**src/rtl/iob_ibex_axi_pkg.sv**
```systemverilog
// AXI4 encodings shared by the Ibex OBI-to-AXI bridges.
package iob_ibex_axi_pkg;

    localparam logic [1:0] AXI_BURST_INCR = 2'b01;
    localparam logic [2:0] AXI_SIZE_W32   = 3'b010;
    localparam logic [2:0] AXI_PROT_INSTR = 3'b100;
    localparam logic [2:0] AXI_PROT_DATA  = 3'b000;

    typedef enum logic [1:0] {
        AXI_RESP_OKAY   = 2'b00,
        AXI_RESP_EXOKAY = 2'b01,
        AXI_RESP_SLVERR = 2'b10,
        AXI_RESP_DECERR = 2'b11
    } axi_resp_e;

    // SLVERR and DECERR both have the upper bit set; OKAY/EXOKAY do not.
    function automatic logic resp_is_err(input logic [1:0] resp);
        return resp[1];
    endfunction

endpackage

```
**src/rtl/iob_ibex_obi2axi_if.sv**
```systemverilog
// AXI4 master port of the Ibex bridge; the word address is ADDR_W-2 bits wide.
interface iob_ibex_obi2axi_if #(
    parameter int ADDR_W    = 32,
    parameter int DATA_W    = 32,
    parameter int AXI_ID_W  = 1,
    parameter int AXI_LEN_W = 8
);
    localparam int AW = ADDR_W - 2;

    logic                 arvalid, arready;
    logic [AW-1:0]        araddr;
    logic [AXI_ID_W-1:0]  arid;
    logic [AXI_LEN_W-1:0] arlen;
    logic [2:0]           arsize, arprot;
    logic [1:0]           arburst;
    logic                 arlock;
    logic [3:0]           arcache, arqos;

    logic                 rvalid, rready, rlast;
    logic [DATA_W-1:0]    rdata;
    logic [1:0]           rresp;
    logic [AXI_ID_W-1:0]  rid;

    logic                 awvalid, awready;
    logic [AW-1:0]        awaddr;
    logic [AXI_ID_W-1:0]  awid;
    logic [AXI_LEN_W-1:0] awlen;
    logic [2:0]           awsize, awprot;
    logic [1:0]           awburst;
    logic                 awlock;
    logic [3:0]           awcache, awqos;

    logic                 wvalid, wready, wlast;
    logic [DATA_W-1:0]    wdata;
    logic [DATA_W/8-1:0]  wstrb;

    logic                 bvalid, bready;
    logic [1:0]           bresp;
    logic [AXI_ID_W-1:0]  bid;

    modport master (
        output arvalid, araddr, arid, arlen, arsize, arburst, arlock, arcache, arqos, arprot,
        input  arready,
        input  rvalid, rdata, rresp, rid, rlast,
        output rready,
        output awvalid, awaddr, awid, awlen, awsize, awburst, awlock, awcache, awqos, awprot,
        input  awready,
        output wvalid, wdata, wstrb, wlast,
        input  wready,
        input  bvalid, bresp, bid,
        output bready
    );

    modport slave (
        input  arvalid, araddr, arid, arlen, arsize, arburst, arlock, arcache, arqos, arprot,
        output arready,
        output rvalid, rdata, rresp, rid, rlast,
        input  rready,
        input  awvalid, awaddr, awid, awlen, awsize, awburst, awlock, awcache, awqos, awprot,
        output awready,
        input  wvalid, wdata, wstrb, wlast,
        output wready,
        output bvalid, bresp, bid,
        input  bready
    );

endinterface

```
**src/rtl/iob_ibex_resp_fifo.sv**
```systemverilog
// Order tracker for outstanding bus transactions: one bit per entry, 1 = write.
module iob_ibex_resp_fifo #(
    parameter int DEPTH = 2
) (
    input  logic clk_i,
    input  logic arst_i,
    input  logic push_i,
    input  logic data_i,
    input  logic pop_i,
    output logic head_o,
    output logic empty_o,
    output logic full_o
);
    localparam int PTR_W = (DEPTH > 1) ? $clog2(DEPTH) : 1;

    logic [PTR_W-1:0] wr_ptr_q, wr_ptr_d, rd_ptr_q, rd_ptr_d;
    logic             full_q, full_d, empty_q, empty_d;
    logic [DEPTH-1:0] mem_q;

    function automatic logic [PTR_W-1:0] ptr_inc(input logic [PTR_W-1:0] p);
        return (p == PTR_W'(DEPTH - 1)) ? '0 : p + 1'b1;
    endfunction

    always_comb begin
        wr_ptr_d = wr_ptr_q;
        rd_ptr_d = rd_ptr_q;
        full_d   = full_q;
        empty_d  = empty_q;
        if (push_i) wr_ptr_d = ptr_inc(wr_ptr_q);
        if (pop_i)  rd_ptr_d = ptr_inc(rd_ptr_q);
        if (push_i && !pop_i) begin
            empty_d = 1'b0;
            full_d  = (wr_ptr_d == rd_ptr_q);
        end else if (pop_i && !push_i) begin
            full_d  = 1'b0;
            empty_d = (rd_ptr_d == wr_ptr_q);
        end
    end

    always_ff @(posedge clk_i or posedge arst_i) begin
        if (arst_i) begin
            wr_ptr_q <= '0;
            rd_ptr_q <= '0;
            full_q   <= 1'b0;
            empty_q  <= 1'b1;
        end else begin
            wr_ptr_q <= wr_ptr_d;
            rd_ptr_q <= rd_ptr_d;
            full_q   <= full_d;
            empty_q  <= empty_d;
        end
    end

    // Payload needs no reset: it is only observed while the empty flag is low.
    always_ff @(posedge clk_i) begin
        if (push_i) mem_q[wr_ptr_q] <= data_i;
    end

    assign head_o  = mem_q[rd_ptr_q];
    assign empty_o = empty_q;
    assign full_o  = full_q;

endmodule

```
**src/rtl/prim_secded_inv_39_32_enc.sv**
```systemverilog
// Hsiao (39,32) SECDED encoder with inverted check bits, as used by Ibex bus integrity.
module prim_secded_inv_39_32_enc (
    input  logic [31:0] data_i,
    output logic [38:0] data_o
);
    always_comb begin
        data_o     = 39'(data_i);
        data_o[32] = ^(data_o & 39'h002606BD25);
        data_o[33] = ^(data_o & 39'h00DEBA8050);
        data_o[34] = ^(data_o & 39'h00413D89AA);
        data_o[35] = ^(data_o & 39'h0031234ED1);
        data_o[36] = ^(data_o & 39'h00C2C1323B);
        data_o[37] = ^(data_o & 39'h002DCC624C);
        data_o[38] = ^(data_o & 39'h0098505586);
        data_o     = data_o ^ 39'h2A00000000;
    end
endmodule

```
**src/rtl/iob_ibex_obi2axi.sv**
```systemverilog
// Ibex OBI port (instruction or data) to AXI4 master, several outstanding
// transactions, responses returned to the core strictly in request order.
module iob_ibex_obi2axi
    import iob_ibex_axi_pkg::*;
#(
    parameter int ADDR_W    = 32,
    parameter int DATA_W    = 32,
    parameter int INTG_W    = 7,
    parameter int AXI_ID_W  = 1,
    parameter int AXI_LEN_W = 8,
    parameter int AXI_ID    = 0,
    parameter int MAX_OUTST = 2,
    parameter bit WRITE_EN  = 1'b1,
    parameter bit INTG_GEN  = 1'b1
) (
    input  logic              clk_i,
    input  logic              cke_i,
    input  logic              arst_i,
    input  logic              req_i,
    input  logic              we_i,
    input  logic [3:0]        be_i,
    input  logic [ADDR_W-3:0] addr_i,
    input  logic [DATA_W-1:0] wdata_i,
    output logic              gnt_o,
    output logic              rvalid_o,
    output logic [DATA_W-1:0] rdata_o,
    output logic [INTG_W-1:0] rdata_intg_o,
    output logic              err_o,
    iob_ibex_obi2axi_if.master axi
);
    localparam int CNT_W = $clog2(MAX_OUTST + 1);

    logic [CNT_W-1:0]  cnt_q, cnt_d;
    logic              aw_done_q, aw_done_d, w_done_q, w_done_d;
    logic              rvalid_q, err_q;
    logic [DATA_W-1:0] rdata_q;
    logic              room, is_wr, rd_req, wr_req, aw_hs, w_hs, rd_gnt, wr_gnt;
    logic              fifo_head, fifo_empty, fifo_full, r_pop, b_pop, pop;

    assign is_wr  = WRITE_EN & we_i;
    assign room   = cnt_q < CNT_W'(MAX_OUTST);
    assign rd_req = req_i & ~is_wr & room;
    assign wr_req = req_i & is_wr & room;

    // AW and W proceed independently; the grant waits for whichever finishes last.
    assign axi.arvalid = rd_req;
    assign axi.awvalid = wr_req & ~aw_done_q;
    assign axi.wvalid  = wr_req & ~w_done_q;
    assign aw_hs  = axi.awvalid & axi.awready;
    assign w_hs   = axi.wvalid & axi.wready;
    assign rd_gnt = rd_req & axi.arready;
    assign wr_gnt = wr_req & (aw_done_q | aw_hs) & (w_done_q | w_hs);
    assign gnt_o  = cke_i & (rd_gnt | wr_gnt);

    always_comb begin
        aw_done_d = aw_done_q;
        w_done_d  = w_done_q;
        if (gnt_o) begin
            aw_done_d = 1'b0;
            w_done_d  = 1'b0;
        end else if (cke_i) begin
            if (aw_hs) aw_done_d = 1'b1;
            if (w_hs)  w_done_d  = 1'b1;
        end
    end

    iob_ibex_resp_fifo #(.DEPTH(MAX_OUTST)) u_order (
        .clk_i  (clk_i),
        .arst_i (arst_i),
        .push_i (gnt_o),
        .data_i (is_wr),
        .pop_i  (pop),
        .head_o (fifo_head),
        .empty_o(fifo_empty),
        .full_o (fifo_full)
    );

    assign axi.rready = cke_i & ~fifo_empty & ~fifo_head;
    assign axi.bready = cke_i & ~fifo_empty & fifo_head;
    assign r_pop = axi.rvalid & axi.rready;
    assign b_pop = axi.bvalid & axi.bready;
    assign pop   = r_pop | b_pop;
    assign cnt_d = cnt_q + CNT_W'(gnt_o) - CNT_W'(pop);

    always_ff @(posedge clk_i or posedge arst_i) begin
        if (arst_i) begin
            cnt_q     <= '0;
            aw_done_q <= 1'b0;
            w_done_q  <= 1'b0;
            rvalid_q  <= 1'b0;
            rdata_q   <= '0;
            err_q     <= 1'b0;
        end else if (cke_i) begin
            cnt_q     <= cnt_d;
            aw_done_q <= aw_done_d;
            w_done_q  <= w_done_d;
            rvalid_q  <= pop;
            if (pop) begin
                rdata_q <= r_pop ? axi.rdata : '0;
                err_q   <= resp_is_err(r_pop ? axi.rresp : axi.bresp);
            end
        end
    end

    assign rvalid_o = rvalid_q;
    assign rdata_o  = rdata_q;
    assign err_o    = err_q;

    // Idle integrity is zero so the reset state shows all-zero outputs.
    generate
        if (INTG_GEN) begin : g_intg
            logic [38:0] enc;
            logic        unused_enc;
            prim_secded_inv_39_32_enc u_enc (.data_i(rdata_q), .data_o(enc));
            assign rdata_intg_o = rvalid_q ? INTG_W'(enc[38:32]) : '0;
            assign unused_enc   = ^enc[31:0];
        end else begin : g_no_intg
            assign rdata_intg_o = '0;
        end
    endgenerate

    assign axi.araddr  = addr_i;
    assign axi.arid    = AXI_ID_W'(AXI_ID);
    assign axi.arlen   = '0;
    assign axi.arsize  = AXI_SIZE_W32;
    assign axi.arburst = AXI_BURST_INCR;
    assign axi.arlock  = 1'b0;
    assign axi.arcache = '0;
    assign axi.arqos   = '0;
    assign axi.arprot  = WRITE_EN ? AXI_PROT_DATA : AXI_PROT_INSTR;

    assign axi.awaddr  = WRITE_EN ? addr_i : '0;
    assign axi.awid    = AXI_ID_W'(AXI_ID);
    assign axi.awlen   = '0;
    assign axi.awsize  = AXI_SIZE_W32;
    assign axi.awburst = AXI_BURST_INCR;
    assign axi.awlock  = 1'b0;
    assign axi.awcache = '0;
    assign axi.awqos   = '0;
    assign axi.awprot  = AXI_PROT_DATA;
    assign axi.wdata   = WRITE_EN ? wdata_i : '0;
    assign axi.wstrb   = WRITE_EN ? be_i : '0;
    assign axi.wlast   = 1'b1;

    logic unused_in;
    assign unused_in = ^{axi.rid, axi.rlast, axi.bid, axi.rresp[0], axi.bresp[0], fifo_full};

endmodule

```
**src/flat_wrapper.sv**
```systemverilog
// flat-port wrapper written by rule: the top's interface ports become plain ports
module iob_ibex_obi2axi_flat import iob_ibex_axi_pkg::*;
#(
    parameter int ADDR_W    = 32,
    parameter int DATA_W    = 32,
    parameter int INTG_W    = 7,
    parameter int AXI_ID_W  = 1,
    parameter int AXI_LEN_W = 8,
    parameter int AXI_ID    = 0,
    parameter int MAX_OUTST = 2,
    parameter bit WRITE_EN  = 1'b1,
    parameter bit INTG_GEN  = 1'b1
)
  (clk_i, cke_i, arst_i, req_i, we_i, be_i, addr_i, wdata_i, gnt_o, rvalid_o, rdata_o, rdata_intg_o, err_o, axi_arvalid, axi_araddr, axi_arid, axi_arlen, axi_arsize, axi_arburst, axi_arlock, axi_arcache, axi_arqos, axi_arprot, axi_arready, axi_rvalid, axi_rdata, axi_rresp, axi_rid, axi_rlast, axi_rready, axi_awvalid, axi_awaddr, axi_awid, axi_awlen, axi_awsize, axi_awburst, axi_awlock, axi_awcache, axi_awqos, axi_awprot, axi_awready, axi_wvalid, axi_wdata, axi_wstrb, axi_wlast, axi_wready, axi_bvalid, axi_bresp, axi_bid, axi_bready);
  iob_ibex_obi2axi_if #(.ADDR_W(ADDR_W), .DATA_W(DATA_W), .AXI_ID_W(AXI_ID_W), .AXI_LEN_W(AXI_LEN_W)) axi_i ();
  input  logic clk_i;
  input  logic cke_i;
  input  logic arst_i;
  input  logic req_i;
  input  logic we_i;
  input  logic [3:0] be_i;
  input  logic [ADDR_W-3:0] addr_i;
  input  logic [DATA_W-1:0] wdata_i;
  output logic gnt_o;
  output logic rvalid_o;
  output logic [DATA_W-1:0] rdata_o;
  output logic [INTG_W-1:0] rdata_intg_o;
  output logic err_o;
  output wire logic [$bits(axi_i.arvalid)-1:0] axi_arvalid;
  output wire logic [$bits(axi_i.araddr)-1:0] axi_araddr;
  output wire logic [$bits(axi_i.arid)-1:0] axi_arid;
  output wire logic [$bits(axi_i.arlen)-1:0] axi_arlen;
  output wire logic [$bits(axi_i.arsize)-1:0] axi_arsize;
  output wire logic [$bits(axi_i.arburst)-1:0] axi_arburst;
  output wire logic [$bits(axi_i.arlock)-1:0] axi_arlock;
  output wire logic [$bits(axi_i.arcache)-1:0] axi_arcache;
  output wire logic [$bits(axi_i.arqos)-1:0] axi_arqos;
  output wire logic [$bits(axi_i.arprot)-1:0] axi_arprot;
  input wire logic [$bits(axi_i.arready)-1:0] axi_arready;
  input wire logic [$bits(axi_i.rvalid)-1:0] axi_rvalid;
  input wire logic [$bits(axi_i.rdata)-1:0] axi_rdata;
  input wire logic [$bits(axi_i.rresp)-1:0] axi_rresp;
  input wire logic [$bits(axi_i.rid)-1:0] axi_rid;
  input wire logic [$bits(axi_i.rlast)-1:0] axi_rlast;
  output wire logic [$bits(axi_i.rready)-1:0] axi_rready;
  output wire logic [$bits(axi_i.awvalid)-1:0] axi_awvalid;
  output wire logic [$bits(axi_i.awaddr)-1:0] axi_awaddr;
  output wire logic [$bits(axi_i.awid)-1:0] axi_awid;
  output wire logic [$bits(axi_i.awlen)-1:0] axi_awlen;
  output wire logic [$bits(axi_i.awsize)-1:0] axi_awsize;
  output wire logic [$bits(axi_i.awburst)-1:0] axi_awburst;
  output wire logic [$bits(axi_i.awlock)-1:0] axi_awlock;
  output wire logic [$bits(axi_i.awcache)-1:0] axi_awcache;
  output wire logic [$bits(axi_i.awqos)-1:0] axi_awqos;
  output wire logic [$bits(axi_i.awprot)-1:0] axi_awprot;
  input wire logic [$bits(axi_i.awready)-1:0] axi_awready;
  output wire logic [$bits(axi_i.wvalid)-1:0] axi_wvalid;
  output wire logic [$bits(axi_i.wdata)-1:0] axi_wdata;
  output wire logic [$bits(axi_i.wstrb)-1:0] axi_wstrb;
  output wire logic [$bits(axi_i.wlast)-1:0] axi_wlast;
  input wire logic [$bits(axi_i.wready)-1:0] axi_wready;
  input wire logic [$bits(axi_i.bvalid)-1:0] axi_bvalid;
  input wire logic [$bits(axi_i.bresp)-1:0] axi_bresp;
  input wire logic [$bits(axi_i.bid)-1:0] axi_bid;
  output wire logic [$bits(axi_i.bready)-1:0] axi_bready;
  assign axi_arvalid = axi_i.arvalid;
  assign axi_araddr = axi_i.araddr;
  assign axi_arid = axi_i.arid;
  assign axi_arlen = axi_i.arlen;
  assign axi_arsize = axi_i.arsize;
  assign axi_arburst = axi_i.arburst;
  assign axi_arlock = axi_i.arlock;
  assign axi_arcache = axi_i.arcache;
  assign axi_arqos = axi_i.arqos;
  assign axi_arprot = axi_i.arprot;
  assign axi_i.arready = axi_arready;
  assign axi_i.rvalid = axi_rvalid;
  assign axi_i.rdata = axi_rdata;
  assign axi_i.rresp = axi_rresp;
  assign axi_i.rid = axi_rid;
  assign axi_i.rlast = axi_rlast;
  assign axi_rready = axi_i.rready;
  assign axi_awvalid = axi_i.awvalid;
  assign axi_awaddr = axi_i.awaddr;
  assign axi_awid = axi_i.awid;
  assign axi_awlen = axi_i.awlen;
  assign axi_awsize = axi_i.awsize;
  assign axi_awburst = axi_i.awburst;
  assign axi_awlock = axi_i.awlock;
  assign axi_awcache = axi_i.awcache;
  assign axi_awqos = axi_i.awqos;
  assign axi_awprot = axi_i.awprot;
  assign axi_i.awready = axi_awready;
  assign axi_wvalid = axi_i.wvalid;
  assign axi_wdata = axi_i.wdata;
  assign axi_wstrb = axi_i.wstrb;
  assign axi_wlast = axi_i.wlast;
  assign axi_i.wready = axi_wready;
  assign axi_i.bvalid = axi_bvalid;
  assign axi_i.bresp = axi_bresp;
  assign axi_i.bid = axi_bid;
  assign axi_bready = axi_i.bready;
  iob_ibex_obi2axi #(.ADDR_W(ADDR_W), .DATA_W(DATA_W), .INTG_W(INTG_W), .AXI_ID_W(AXI_ID_W), .AXI_LEN_W(AXI_LEN_W), .AXI_ID(AXI_ID), .MAX_OUTST(MAX_OUTST), .WRITE_EN(WRITE_EN), .INTG_GEN(INTG_GEN)) u_core (.clk_i(clk_i), .cke_i(cke_i), .arst_i(arst_i), .req_i(req_i), .we_i(we_i), .be_i(be_i), .addr_i(addr_i), .wdata_i(wdata_i), .gnt_o(gnt_o), .rvalid_o(rvalid_o), .rdata_o(rdata_o), .rdata_intg_o(rdata_intg_o), .err_o(err_o), .axi(axi_i));
endmodule
```
**config.mk**
```make
export PLATFORM = sky130hd
export DESIGN_NAME = iob_ibex_obi2axi_flat
export DESIGN_NICKNAME = d
export VERILOG_FILES = /design/src/rtl/iob_ibex_axi_pkg.sv /design/src/rtl/iob_ibex_obi2axi_if.sv /design/src/rtl/iob_ibex_resp_fifo.sv /design/src/rtl/prim_secded_inv_39_32_enc.sv /design/src/rtl/iob_ibex_obi2axi.sv /design/src/flat_wrapper.sv
export SDC_FILE = /design/constraint.sdc
export NUM_CORES = 1
export LEC_CHECK = 0
export CORE_AREA = 2 2 121 123
export CTS_CLUSTER_DIAMETER = 100
export CTS_CLUSTER_SIZE = 28
export DETAILED_ROUTE_END_ITERATION = 7
export DIE_AREA = 0 0 123 125
export PLACE_DENSITY_LB_ADDON = 0.1
export SLEW_MARGIN = 20
export SYNTH_ARGS = -nofsm -noshare
export SYNTH_HDL_FRONTEND = slang
export SYNTH_HIERARCHICAL = 1
export SYNTH_SLANG_ARGS = --single-unit
export TNS_END_PERCENT = 20
```
**constraint.sdc**
```tcl
create_clock -name clk_i -period 2.7 [get_ports clk_i]
set_input_delay 0.405 -clock clk_i [delete_from_list [all_inputs] [get_ports clk_i]]
set_output_delay 0.405 -clock clk_i [all_outputs]
set_load 0.02 [all_outputs]
```
Word level (Yosys, flattened, before mapping)
Cells that the tools add are included.
- output and inout port bits: 196
- logic and storage cells: 81
- input port bits: 115
- register bits: 43
- magnitude comparators: 4
- equality and inequality tests: 1
- $add $sub $neg: 4
- reductions and logical operators: 18
- bitwise operators: 27
- muxes and demuxes: 17
- operator list (cell ; number):
    $reduce_xor 39->1 ; 7
    $mux 32 ; 1
    $and 1x1->1 ; 17
    $mux 1 ; 12
    $mux 7 ; 1
    $reduce_and 2->1 ; 3
    $reduce_bool 2->1 ; 3
    $not 1->1 ; 5
    $lt 1x2->1 const B ; 2
    $or 1x1->1 ; 4
    $logic_and 1x1->1 ; 3
    $not 3->3 ; 1
    $add 1x1->1 const B ; 2
    $add 2x1->2 ; 1
    $bwmux 2 ; 1
    $logic_not 1->1 ; 2
    $lt 2x2->1 const B ; 1
    $mux 2 ; 1
    $sub 2x1->2 ; 1
    $demux 1 s1 ; 1
    $eq 1x1->1 ; 1
    $ge 1x1->1 const B ; 1

Depth between registers and ports, before layout
Gate-level depths: netlist of the first run.
- word-level depth: 13
- mapped depth: 12
- gate-level depth less buffers: 10

Cells and area by module
The synthesis of the first run kept the hierarchy.
- by module, submodules not included (module ; seq. area each (um^2) ; cells an instance ; times used ; area an instance (um^2)):
    iob_ibex_obi2axi ; 950.9 ; 278 ; 1 ; 2717.6
    prim_secded_inv_39_32_enc ; 0.0 ; 83 ; 1 ; 929.6
    iob_ibex_resp_fifo ; 161.4 ; 22 ; 1 ; 297.8

Worst setup path after synthesis of the first run
No wires, ideal clock.
- kind: reg-to-reg
- start: register u_core.u_order.rd_ptr_q
- end: register u_core.cnt_q[1]
- period minus slack after synthesis: 2.279 ns
- required time: 2.578 ns
- setup time: 0.122 ns
- path buffers: 2
- stages on the path, launching flop included: 13
- path slack: 0.421 ns
- data arrival time: 2.156 ns
- cell sequence: dfrtp_1 > mux2_2 > nand2b_1 > a21o_1 > buf_6 > buf_6 > inv_2 > ha_1 > inv_1 > ha_1 > xor2_1 > nand2_1 > xnor2_1
- longest elaborated chain between the ends: 7
- elaborated cells between the ends (all ways): 9
- classes of those cells: add/sub: 1; mux: 2; bitwise: 6
- ends and longest elaborated chain (what ; RTL line ; RTL):
    start, declared ; iob_ibex_resp_fifo.sv:16 ; logic [PTR_W-1:0] wr_ptr_q, wr_ptr_d, rd_ptr_q, rd_ptr_d;
    start signal, assigned ; iob_ibex_resp_fifo.sv:48 ; rd_ptr_q <= rd_ptr_d;
    $mux 1 (not written as such) (*) (2 in series) ; iob_ibex_resp_fifo.sv:59 ; assign head_o = mem_q[rd_ptr_q];
    via u_core.fifo_head ; iob_ibex_obi2axi.sv:38 ; logic fifo_head, fifo_empty, fifo_full, r_pop, b_pop, pop;
    $not 1->1 ; iob_ibex_obi2axi.sv:78 ; assign axi.rready = cke_i & ~fifo_empty & ~fifo_head;
    $and 1x1->1 ; iob_ibex_obi2axi.sv:78 ;
    $and 1x1->1 ; iob_ibex_obi2axi.sv:80 ; assign r_pop = axi.rvalid & axi.rready;
    $or 1x1->1 (*) ; iob_ibex_obi2axi.sv:82 ; assign pop = r_pop | b_pop;
    via u_core.pop ; iob_ibex_obi2axi.sv:38 ;
    $sub 2x1->2 (*) ; iob_ibex_obi2axi.sv:83 ; assign cnt_d = cnt_q + CNT_W'(gnt_o) - CNT_W'(pop);
    end signal, assigned ; iob_ibex_obi2axi.sv:94 ; cnt_q <= cnt_d;
    end, declared ; iob_ibex_obi2axi.sv:33 ; logic [CNT_W-1:0] cnt_q, cnt_d;
The timed path passes the listed nets; every way through them passes the cells marked *. The select of a mux whose other input is x is not followed.
A chain may end at the register's enable or synchronous reset.

Final worst setup path of the first run
- start: register u_core.rdata_q[30], in the netlist u_core/rdata_o[30]
- end: output port rdata_intg_o[4]
- longest elaborated chain between the ends: 2
- ends and longest elaborated chain (what ; RTL line ; RTL):
    start, declared ; iob_ibex_obi2axi.sv:36 ; logic [DATA_W-1:0] rdata_q;
    start signal, assigned ; iob_ibex_obi2axi.sv:99 ; rdata_q <= r_pop ? axi.rdata : '0;
    $reduce_xor 39->1 ; prim_secded_inv_39_32_enc.sv:12 ; data_o[36] = ^(data_o & 39'h00C2C1323B);
    via u_core.g_intg.enc[36] ; iob_ibex_obi2axi.sv:112 ; logic [38:0] enc;
    $mux 7 ; iob_ibex_obi2axi.sv:115 ; assign rdata_intg_o = rvalid_q ? INTG_W'(enc[38:32]) : '0;
    end, declared ; flat_wrapper.sv:27 ; output logic [INTG_W-1:0] rdata_intg_o;
The timed path passes the listed nets, and every way through them passes these cells.

==> results.cfg, run 1 <==
[setup_path]
reg2reg_slack_ps = 530
slowest_delay_ps = 430
r2r.worst_path.cells = 10
required_ps = 2300
cp_num_buf_inv = 1
cp.arrival_ps = 2230
cp_max_fo = 2
criticalPathCategory = flop to output port
crit_top_cell = xnor3_1
worst_r2r_endpoint = u_core/cnt_q[1]
r2r-start = u_core/u_order/rd_ptr_q
cp_top_family = XOR/XNOR gates
slowest_stage = xnor3_1
crit_path_end_kind = output port
cp_cell_sequence = xnor3_1 > xnor2_2 > xnor3_1 > and2_1 > dlygate4sd2_1
cp-start-kind = flop

[final_layout]
instances_no_fill = 541
fill_cells = 1473
nets = 476
syn_to_final_growth_pct = 13.07
final_area_um2 = 4134
diodes = 0
drive_above_1_share_pct = 11.48
fin_util_pct = 29.10

[floorplanning]
die_w_um = 123
core_um2 = 14200
ios = 311
rows = 44
die_area_um2 = 15380
die_y_um = 125
initial_core_util_pct = 25.74

[place]
hpwl_um = 7375
dpl-instance-area_um2 = 3935
io_buffers = 90
dp.cells = 533
gp_congestion = 0.7114

[routing]
wl_per_cell_um = 17.40
dr.first_iter.drc_count = 69
drc = 0
viasPerCell = 3.939
routed_wl_um = 9413
via_count = 2131
ant_nets = 0
first_pass_iters = 4

[cts]
clock_path_buffers = 2
htreeDepth = 2
cts_setup_buffers = 0
ctsResizeCount = 14
clock-root-buffer = clkbuf_16
clk_pin_slew_worst_paths_ps = 70
clkLatencyLatePin_ps = 290
cts_buffers = 5
hold_buffers = 0
cts_tree = built
clock-sinks = 43

[sta]
setup_violations = 0
finalCritPeriodShare_pct = 97.58
holdWs_ps = 323.1
drv_slew = 0
fmax_mhz = 379.6
worstMarginPinSlew_ps = 545.3
max_slew_margin_pct = 63.65
skew_ps = 8.850
period_needed_ps = 2635
rsz0062_at_grt = yes
hold_viol = 0

[power_and_ir_drop]
powerDensity_nw_per_um2 = 1720
swShare_pct = 37.73
power_frac_seq_pct = 18.4
power.leakage_nw = 1.949
power_mw = 7.109
comb_power_share_pct = 71.4
p_sw_mw = 2.682
p_int_mw = 4.427
peakVddDrop_uv = 478.7
pwr-share-clk_pct = 10.2

[synth]
ys_warn_count = 6
synth.avg_cell_area_um2 = 10.57
synth_area_um2 = 3656
syn-instance-count = 346

[global_routing]
grt_pass1_wl_um = 13610
grt_overflow = 0
grt_max_degree = 39
grt_antenna_before_repair = 0
globalRouteTotalUtil_pct = 11.89
grt_pass1_vias = 2156

[outcome]
status = complete, no violations

[run]
maxCapViolations = 0

[hold_path]
hold_class = input port to async pin
==> registers in the layout, indices dropped and copies added, names as in the netlist <==
signal,cells
u_core/err_o,1
u_core/rdata_o,32
u_core/u_order/empty_o,1
u_core/w_done_q,1
u_core/u_order/mem_q,2
u_core/u_order/wr_ptr_q,1
u_core/rvalid_o,1
u_core/aw_done_q,1
u_core/u_order/rd_ptr_q,1
u_core/cnt_q,2
==> worst reg2reg max path, cell delays in order (launching register included) <==
cell      delay, ps
dfrtp_1         420
mux2_2          390
nand2b_1        180
a21o_1          190
inv_2            90
ha_1            230
inv_1            60
ha_1            140
xor2_1          140
nand2_1          90
xnor2_1         120
==> area by class of cell <==
cell class / count / area, µm² / share of cell area [%]
clock buffers: 5 / 125.1 / 3.027
clock inverters: 3 / 46.29 / 1.120
inverters: 12 / 45.04 / 1.090
multi-input cells: 186 / 1575 / 38.11
flip-flops and latches: 43 / 1089 / 26.33
well taps: 184 / 230.2 / 5.569
repair buffers: 108 / 1023 / 24.76
==> power by group through the flow <==
stage,sequential (mW),combinational [mW],clock [mW]
global route,1.37,5.46,0.777
CTS,1.32,5.16,0.748
floorplan,1.55,3.52,0
finish,1.31,5.08,0.726
detailed placement,1.31,5.22,0
global placement,1.31,5.22,0
==> worst max path at each step <==
stage / start / end / slack (ps) / depth (start not counted)
final: u_core/rdata_o[30] / rdata_intg_o[4] / 70 / 5
after global routing: u_core/rdata_o[30] / rdata_intg_o[4] / -20 / 5
after CTS: u_core/rdata_o[19] / rdata_intg_o[1] / 5 / 5
after detailed placement: u_core/rdata_o[19] / rdata_intg_o[1] / 60 / 5
after global placement: u_core/rdata_o[19] / rdata_intg_o[1] / 60 / 5
after floorplan: u_core/u_order/rd_ptr_q / u_core/cnt_q[1] / 460 / 12
==> through the flow <==
| step | setup TNS, ps | setup WS (ps) |
|---|---|---|
| after floorplan | 0 | 456.3 |
| after global placement | 0 | 60.77 |
| after detailed placement | 0 | 58.17 |
| after CTS | 0 | 4.578 |
| after global routing | -16.91 | -16.91 |
| final | 0 | 65.31 |
==> per-layer routing <==
layer | part of all wire, % | track usage (%)
met5 | 0 | 0
met4 | 2.5 | 3.944
met3 | 11 | 5.064
met2 | 48 | 19.53
met1 | 38 | 13.86
==> cell usage in the layout (no fill, tap or decap), types with 7 or more instances in the layout <==
cell type / n
clkdlybuf4s50_1: 83
conb_1: 53
dfrtp_1: 39
a22o_1: 32
xnor2_1: 23
buf_4: 18
xnor3_1: 15
inv_1: 11
xor2_1: 8
and2_1: 7
Power figures use the tool's default switching activity.
==> run 2: changes to the inputs <==
GPL_ROUTABILITY_DRIVEN = 1   (was default)
==> results of run 2 <==
Final layout, timing and power as in run 1 (identical DEF).
